$ cat src/rtl/simon_pkg.sv
// Shared definitions for the Simon game controller: state encoding and mode LED patterns.
package simon_pkg;

    typedef enum logic [1:0] {
        ST_INPUT    = 2'd0,
        ST_PLAYBACK = 2'd1,
        ST_REPEAT   = 2'd2,
        ST_DONE     = 2'd3
    } state_t;

    localparam logic [2:0] LED_MODE_INPUT    = 3'b001;
    localparam logic [2:0] LED_MODE_PLAYBACK = 3'b010;
    localparam logic [2:0] LED_MODE_REPEAT   = 3'b100;
    localparam logic [2:0] LED_MODE_DONE     = 3'b111;

endpackage

$ cat src/rtl/simon_control.sv
// Simon game control FSM: sequences INPUT -> PLAYBACK -> REPEAT (-> INPUT or DONE)
// and drives the datapath strobes combinationally from state and status flags.
module simon_control
    import simon_pkg::*;
(
    input  logic       clk,
    input  logic       rst,
    input  logic       valid_input,
    input  logic       valid_repeat,
    input  logic       seq_remain,
    output logic       clear_i,
    output logic       increment_n,
    output logic       increment_i,
    output logic       input_led_pattern,
    output logic       write_pattern,
    output logic [2:0] mode_leds
);

    state_t state_q;
    state_t state_d;

    always_ff @(posedge clk) begin
        if (rst) begin
            state_q <= ST_INPUT;
        end else begin
            state_q <= state_d;
        end
    end

    always_comb begin
        state_d           = state_q;
        clear_i           = 1'b0;
        increment_n       = 1'b0;
        increment_i       = 1'b0;
        write_pattern     = 1'b0;
        input_led_pattern = 1'b1;
        mode_leds         = LED_MODE_INPUT;

        case (state_q)
            ST_INPUT: begin
                write_pattern = valid_input;
                increment_n   = valid_input;
                clear_i       = valid_input;
                if (valid_input) begin
                    state_d = ST_PLAYBACK;
                end
            end

            ST_PLAYBACK: begin
                mode_leds         = LED_MODE_PLAYBACK;
                input_led_pattern = 1'b0;
                increment_i       = seq_remain;
                clear_i           = !seq_remain;
                if (!seq_remain) begin
                    state_d = ST_REPEAT;
                end
            end

            ST_REPEAT: begin
                mode_leds = LED_MODE_REPEAT;
                // A wrong guess wins over the remaining-entries flag.
                if (!valid_repeat) begin
                    clear_i = 1'b1;
                    state_d = ST_DONE;
                end else if (seq_remain) begin
                    increment_i = 1'b1;
                end else begin
                    state_d = ST_INPUT;
                end
            end

            ST_DONE: begin
                mode_leds         = LED_MODE_DONE;
                input_led_pattern = 1'b0;
                increment_i       = seq_remain;
                clear_i           = !seq_remain;
            end

            default: begin
                state_d = ST_INPUT;
            end
        endcase
    end

endmodule

$ cat config.mk
export PLATFORM = sky130hd
export DESIGN_NAME = simon_control
export DESIGN_NICKNAME = d
export VERILOG_FILES = /design/src/rtl/simon_pkg.sv /design/src/rtl/simon_control.sv
export SDC_FILE = /design/constraint.sdc
export NUM_CORES = 1
export LEC_CHECK = 0
export CORE_AREA = 2 2 39 41
export CTS_CLUSTER_DIAMETER = 150
export CTS_CLUSTER_SIZE = 14
export DETAILED_ROUTE_END_ITERATION = 16
export DIE_AREA = 0 0 41 43
export PLACE_DENSITY_LB_ADDON = 0.1
export SLEW_MARGIN = 20
export SYNTH_ARGS = -nofsm -noshare
export SYNTH_HDL_FRONTEND = slang
export SYNTH_SLANG_ARGS = --single-unit
$ cat constraint.sdc
create_clock -name clk -period 4.8 [get_ports clk]
set_clock_uncertainty 0.1 [all_clocks]
set_input_delay 0.72 -clock clk [delete_from_list [all_inputs] [get_ports clk]]
set_output_delay 0.72 -clock clk [all_outputs]
set_load 0.1 [all_outputs]
==> impl_results.html <==
<table>
<tr><th>Metric</th><th>Value</th></tr>
<tr><th colspan="2">STA</th></tr>
<tr><td>Worst-case hold slack</td><td>0.6152 ns</td></tr>
<tr><td>Pin slew with the least headroom to its limit</td><td>0.9754 ns</td></tr>
<tr><td>Final setup violation count</td><td>0</td></tr>
<tr><td>Final Max Slew Viols</td><td>0</td></tr>
<tr><td>RSZ-0062 raised after global routing</td><td>false</td></tr>
<tr><td>Post-route fraction of the period consumed by the critical path</td><td>73.25%</td></tr>
<tr><td>Final critical delay including setup and external delays</td><td>3.516 ns</td></tr>
<tr><td>Achievable clock frequency</td><td>284.4 MHz</td></tr>
<tr><td>Final Hold Vio Count</td><td>0</td></tr>
<tr><td>Summed negative setup slack over all endpoints</td><td>0 ns</td></tr>
<tr><td>Relative max-transition margin</td><td>34.77%</td></tr>
<tr><th colspan="2">Final layout</th></tr>
<tr><td>Post-route insts no fill</td><td>62</td></tr>
<tr><td>Diodes inserted</td><td>0</td></tr>
<tr><td>Max reg flops</td><td>2</td></tr>
<tr><td>Top reg by flops</td><td>state_q</td></tr>
<tr><td>Fraction of final layout cells sized beyond drive strength 1</td><td>10.87%</td></tr>
<tr><td>Final-layout fill cell count</td><td>160</td></tr>
<tr><td>Net count of the finished layout</td><td>59</td></tr>
<tr><td>Most common cell after layout, fill and taps aside</td><td>clkdlybuf4s50_1</td></tr>
<tr><td>Growth of design area from synthesis to finish</td><td>58.77%</td></tr>
<tr><td>Most frequent cells in the layout</td><td>clkdlybuf4s50_1, ha_1, inv_1, nor2_1, clkbuf_4</td></tr>
<tr><td>Top flop regs</td><td>state_q (2)</td></tr>
<tr><th colspan="2">Place</th></tr>
<tr><td>Post-placement cell count</td><td>59</td></tr>
<tr><td>PortBufs</td><td>12</td></tr>
<tr><td>Sum of net half-perimeters after detailed placement</td><td>459.6 microns</td></tr>
<tr><td>Placer congestion estimate</td><td>0.6823</td></tr>
<tr><th colspan="2">Routing</th></tr>
<tr><td>Detailed Route WL</td><td>571 microns</td></tr>
<tr><td>Number of violations reported at the end of detailed-routing iteration 0</td><td>5</td></tr>
<tr><td>ANT nets after route</td><td>0</td></tr>
<tr><td># DRC</td><td>0</td></tr>
<tr><td>Mean routed wirelength per cell</td><td>9.210 microns</td></tr>
<tr><td>Vias per Instance</td><td>4.145</td></tr>
<tr><td>Drt pass-1 iters</td><td>2</td></tr>
<tr><td>Vias</td><td>257</td></tr>
<tr><th colspan="2">Clock network</th></tr>
<tr><td>CTS clock-pin slew for the worst setup and hold paths</td><td>0.03 ns</td></tr>
<tr><td>Number of buffers on the longest clock path</td><td>2</td></tr>
<tr><td># clock sinks</td><td>2</td></tr>
<tr><td>Latest clock arrival within the worst-skew pair</td><td>0.22 ns</td></tr>
<tr><td>CTS hold repair buffers</td><td>0</td></tr>
<tr><td>H-tree levels</td><td>1</td></tr>
<tr><td>Buffers inserted by post-CTS timing repair</td><td>0</td></tr>
<tr><td>Number of cells upsized or downsized after cts</td><td>0</td></tr>
<tr><td>CTS tree</td><td>built</td></tr>
<tr><td>Cell at the root of the clock tree</td><td>clkbuf_4</td></tr>
<tr><td>TritonCTS Buffers</td><td>3</td></tr>
<tr><th colspan="2">Critical path</th></tr>
<tr><td>Class of the most critical setup path</td><td>primary input to output port</td></tr>
<tr><td>CP required</td><td>3.98 ns</td></tr>
<tr><td>Data arrival time at the worst-slack endpoint</td><td>2.70 ns</td></tr>
<tr><td>Family with the most delay on the worst path</td><td>buffers and inverters</td></tr>
<tr><td>Crit Path Max Fanout</td><td>3</td></tr>
<tr><td>CP Cell Sequence</td><td>clkdlybuf4s50_1, nand2b_1, o21ai_1, mux2_2, clkdlybuf4s50_1</td></tr>
<tr><td>Buf/Inv on CP</td><td>2</td></tr>
<tr><td>Delay of the slowest cell on the worst path</td><td>1.12 ns</td></tr>
<tr><td>Worst setup EP type</td><td>output port</td></tr>
<tr><td>Critical Path Slowest Stage Cell</td><td>clkdlybuf4s50_1</td></tr>
<tr><td>CP dominant cell by count</td><td>clkdlybuf4s50_1</td></tr>
<tr><td>Type of origin of the critical path</td><td>primary input</td></tr>
<tr><th colspan="2">Global routing</th></tr>
<tr><td>Global-route total usage across every layer</td><td>8.900%</td></tr>
<tr><td>Vias in the first global route</td><td>267</td></tr>
<tr><td>Global-route wire length before repair</td><td>972 microns</td></tr>
<tr><td>Largest net degree at the start of global routing</td><td>6</td></tr>
<tr><td>Number of antenna violations at the first check in global routing</td><td>0</td></tr>
<tr><td>Total grt overflow</td><td>0</td></tr>
<tr><th colspan="2">Status</th></tr>
<tr><td>Run status</td><td>complete, no violations</td></tr>
<tr><th colspan="2">Floorplanning</th></tr>
<tr><td>Core Region</td><td>1384 sq um</td></tr>
<tr><td>Row count</td><td>14</td></tr>
<tr><td>Die Y-Extent</td><td>43 microns</td></tr>
<tr><td>Chip width</td><td>41 microns</td></tr>
<tr><td>Starting utilization of the core area</td><td>19.08%</td></tr>
<tr><td>Overall die area</td><td>1763 sq um</td></tr>
<tr><td>I/O pins</td><td>13</td></tr>
<tr><th colspan="2">Run</th></tr>
<tr><td>Max-cap violations</td><td>0</td></tr>
<tr><th colspan="2">Synth</th></tr>
<tr><td>Mean instance size in the synthesized netlist</td><td>8.250 sq um</td></tr>
<tr><td>Syn nets</td><td>43</td></tr>
<tr><td>Post-synthesis sequential area ratio</td><td>15.17%</td></tr>
<tr><td>Count of unique library cells instantiated by Yosys</td><td>17</td></tr>
<tr><td>Leading area contributor after synthesis</td><td>ha_1</td></tr>
<tr><td>Cell count after synthesis</td><td>32</td></tr>
<tr><td>Synthesis Warnings</td><td>0</td></tr>
<tr><td>Post-synthesis cell area</td><td>264.0 sq um</td></tr>
<tr><td>Number of flip-flops and latches in the synthesized netlist</td><td>2</td></tr>
<tr><td>Largest cells by area after synthesis</td><td>ha_1, dfxtp_1, mux2_1</td></tr>
<tr><td>Area fraction of the dominant cell type after synthesis</td><td>28.44%</td></tr>
<tr><th colspan="2">Hold path</th></tr>
<tr><td>Tightest Hold Check Type</td><td>flip-flop to flip-flop</td></tr>
</table>
## stage by stage
step	setup slack, ns	cell area, sq um	utilization [%]
3_5_place_dp	1.271	396.6	28.66
3_3_place_gp	1.268	396.6	28.66
2_1_floorplan	0.8131	264.0	-
6_report	1.284	419.2	30.29
4_1_cts	1.264	419.2	30.29
5_1_grt	1.181	419.2	30.29
## worst min-delay path: stages, from the launching register on
cell and delay [ns]:
dfxtp_1 0.34, inv_1 0.11, nor2_1 0.11, mux2_1 0.12
## layout make-up
cell class                      count  area [sq um]  share of cell area (%)
Sequential cell                     2         40.04                   9.552
Timing Repair Buffer               12         120.1                   28.66
Tap cell                           16         20.02                   4.776
Clock buffer                        3         22.52                   5.373
Inverter                            5         18.77                   4.478
Multi-Input combinational cell     24         197.7                   47.16
## final timing paths
kind              slack, ns         start  depth (start not counted)         end
setup / recovery       1.28  valid_repeat                          5     clear_i
hold reg to reg        0.62    state_q[1]                          3  state_q[1]
hold / removal         0.62    state_q[1]                          3  state_q[1]
setup reg to reg       3.05    state_q[0]                          5  state_q[1]
## cells by family after synthesis
kind of cell    after synthesis  share of synthesized area [%]
compound gates                6                          17.06
fa+ha+maj                     6                          28.44
buf+inv                       6                          9.951
flops                         2                          15.17
mux                           3                          12.80
simple gates                  9                          16.59
## per-layer routing
layer / GRT usage [%] / share of wire, % / routed length, microns
met1: 8.571 / 41 / 236
met2: 12.50 / 48 / 272
met3: 3.665 / 11 / 62
met4: 10.00 / 0 / 0
met5: 0 / 0 / 0
## Yosys cell counts
| master | instances |
|---|---|
| a21o_1 | 1 |
| inv_1 | 4 |
| o21ai_1 | 1 |
| and2_1 | 1 |
| ha_1 | 6 |
| nand2b_1 | 2 |
| nor2_1 | 4 |
| a21oi_1 | 2 |
| or2_1 | 1 |
| clkinv_1 | 1 |
| mux2_1 | 2 |
| dfxtp_1 | 2 |
| a221oi_2 | 1 |
| buf_4 | 1 |
| mux2_2 | 1 |
| nand2_1 | 1 |
| a211oi_1 | 1 |
Power is not shown: default switching activity piles up to over one toggle a cycle in this logic, so the estimate is an artifact.
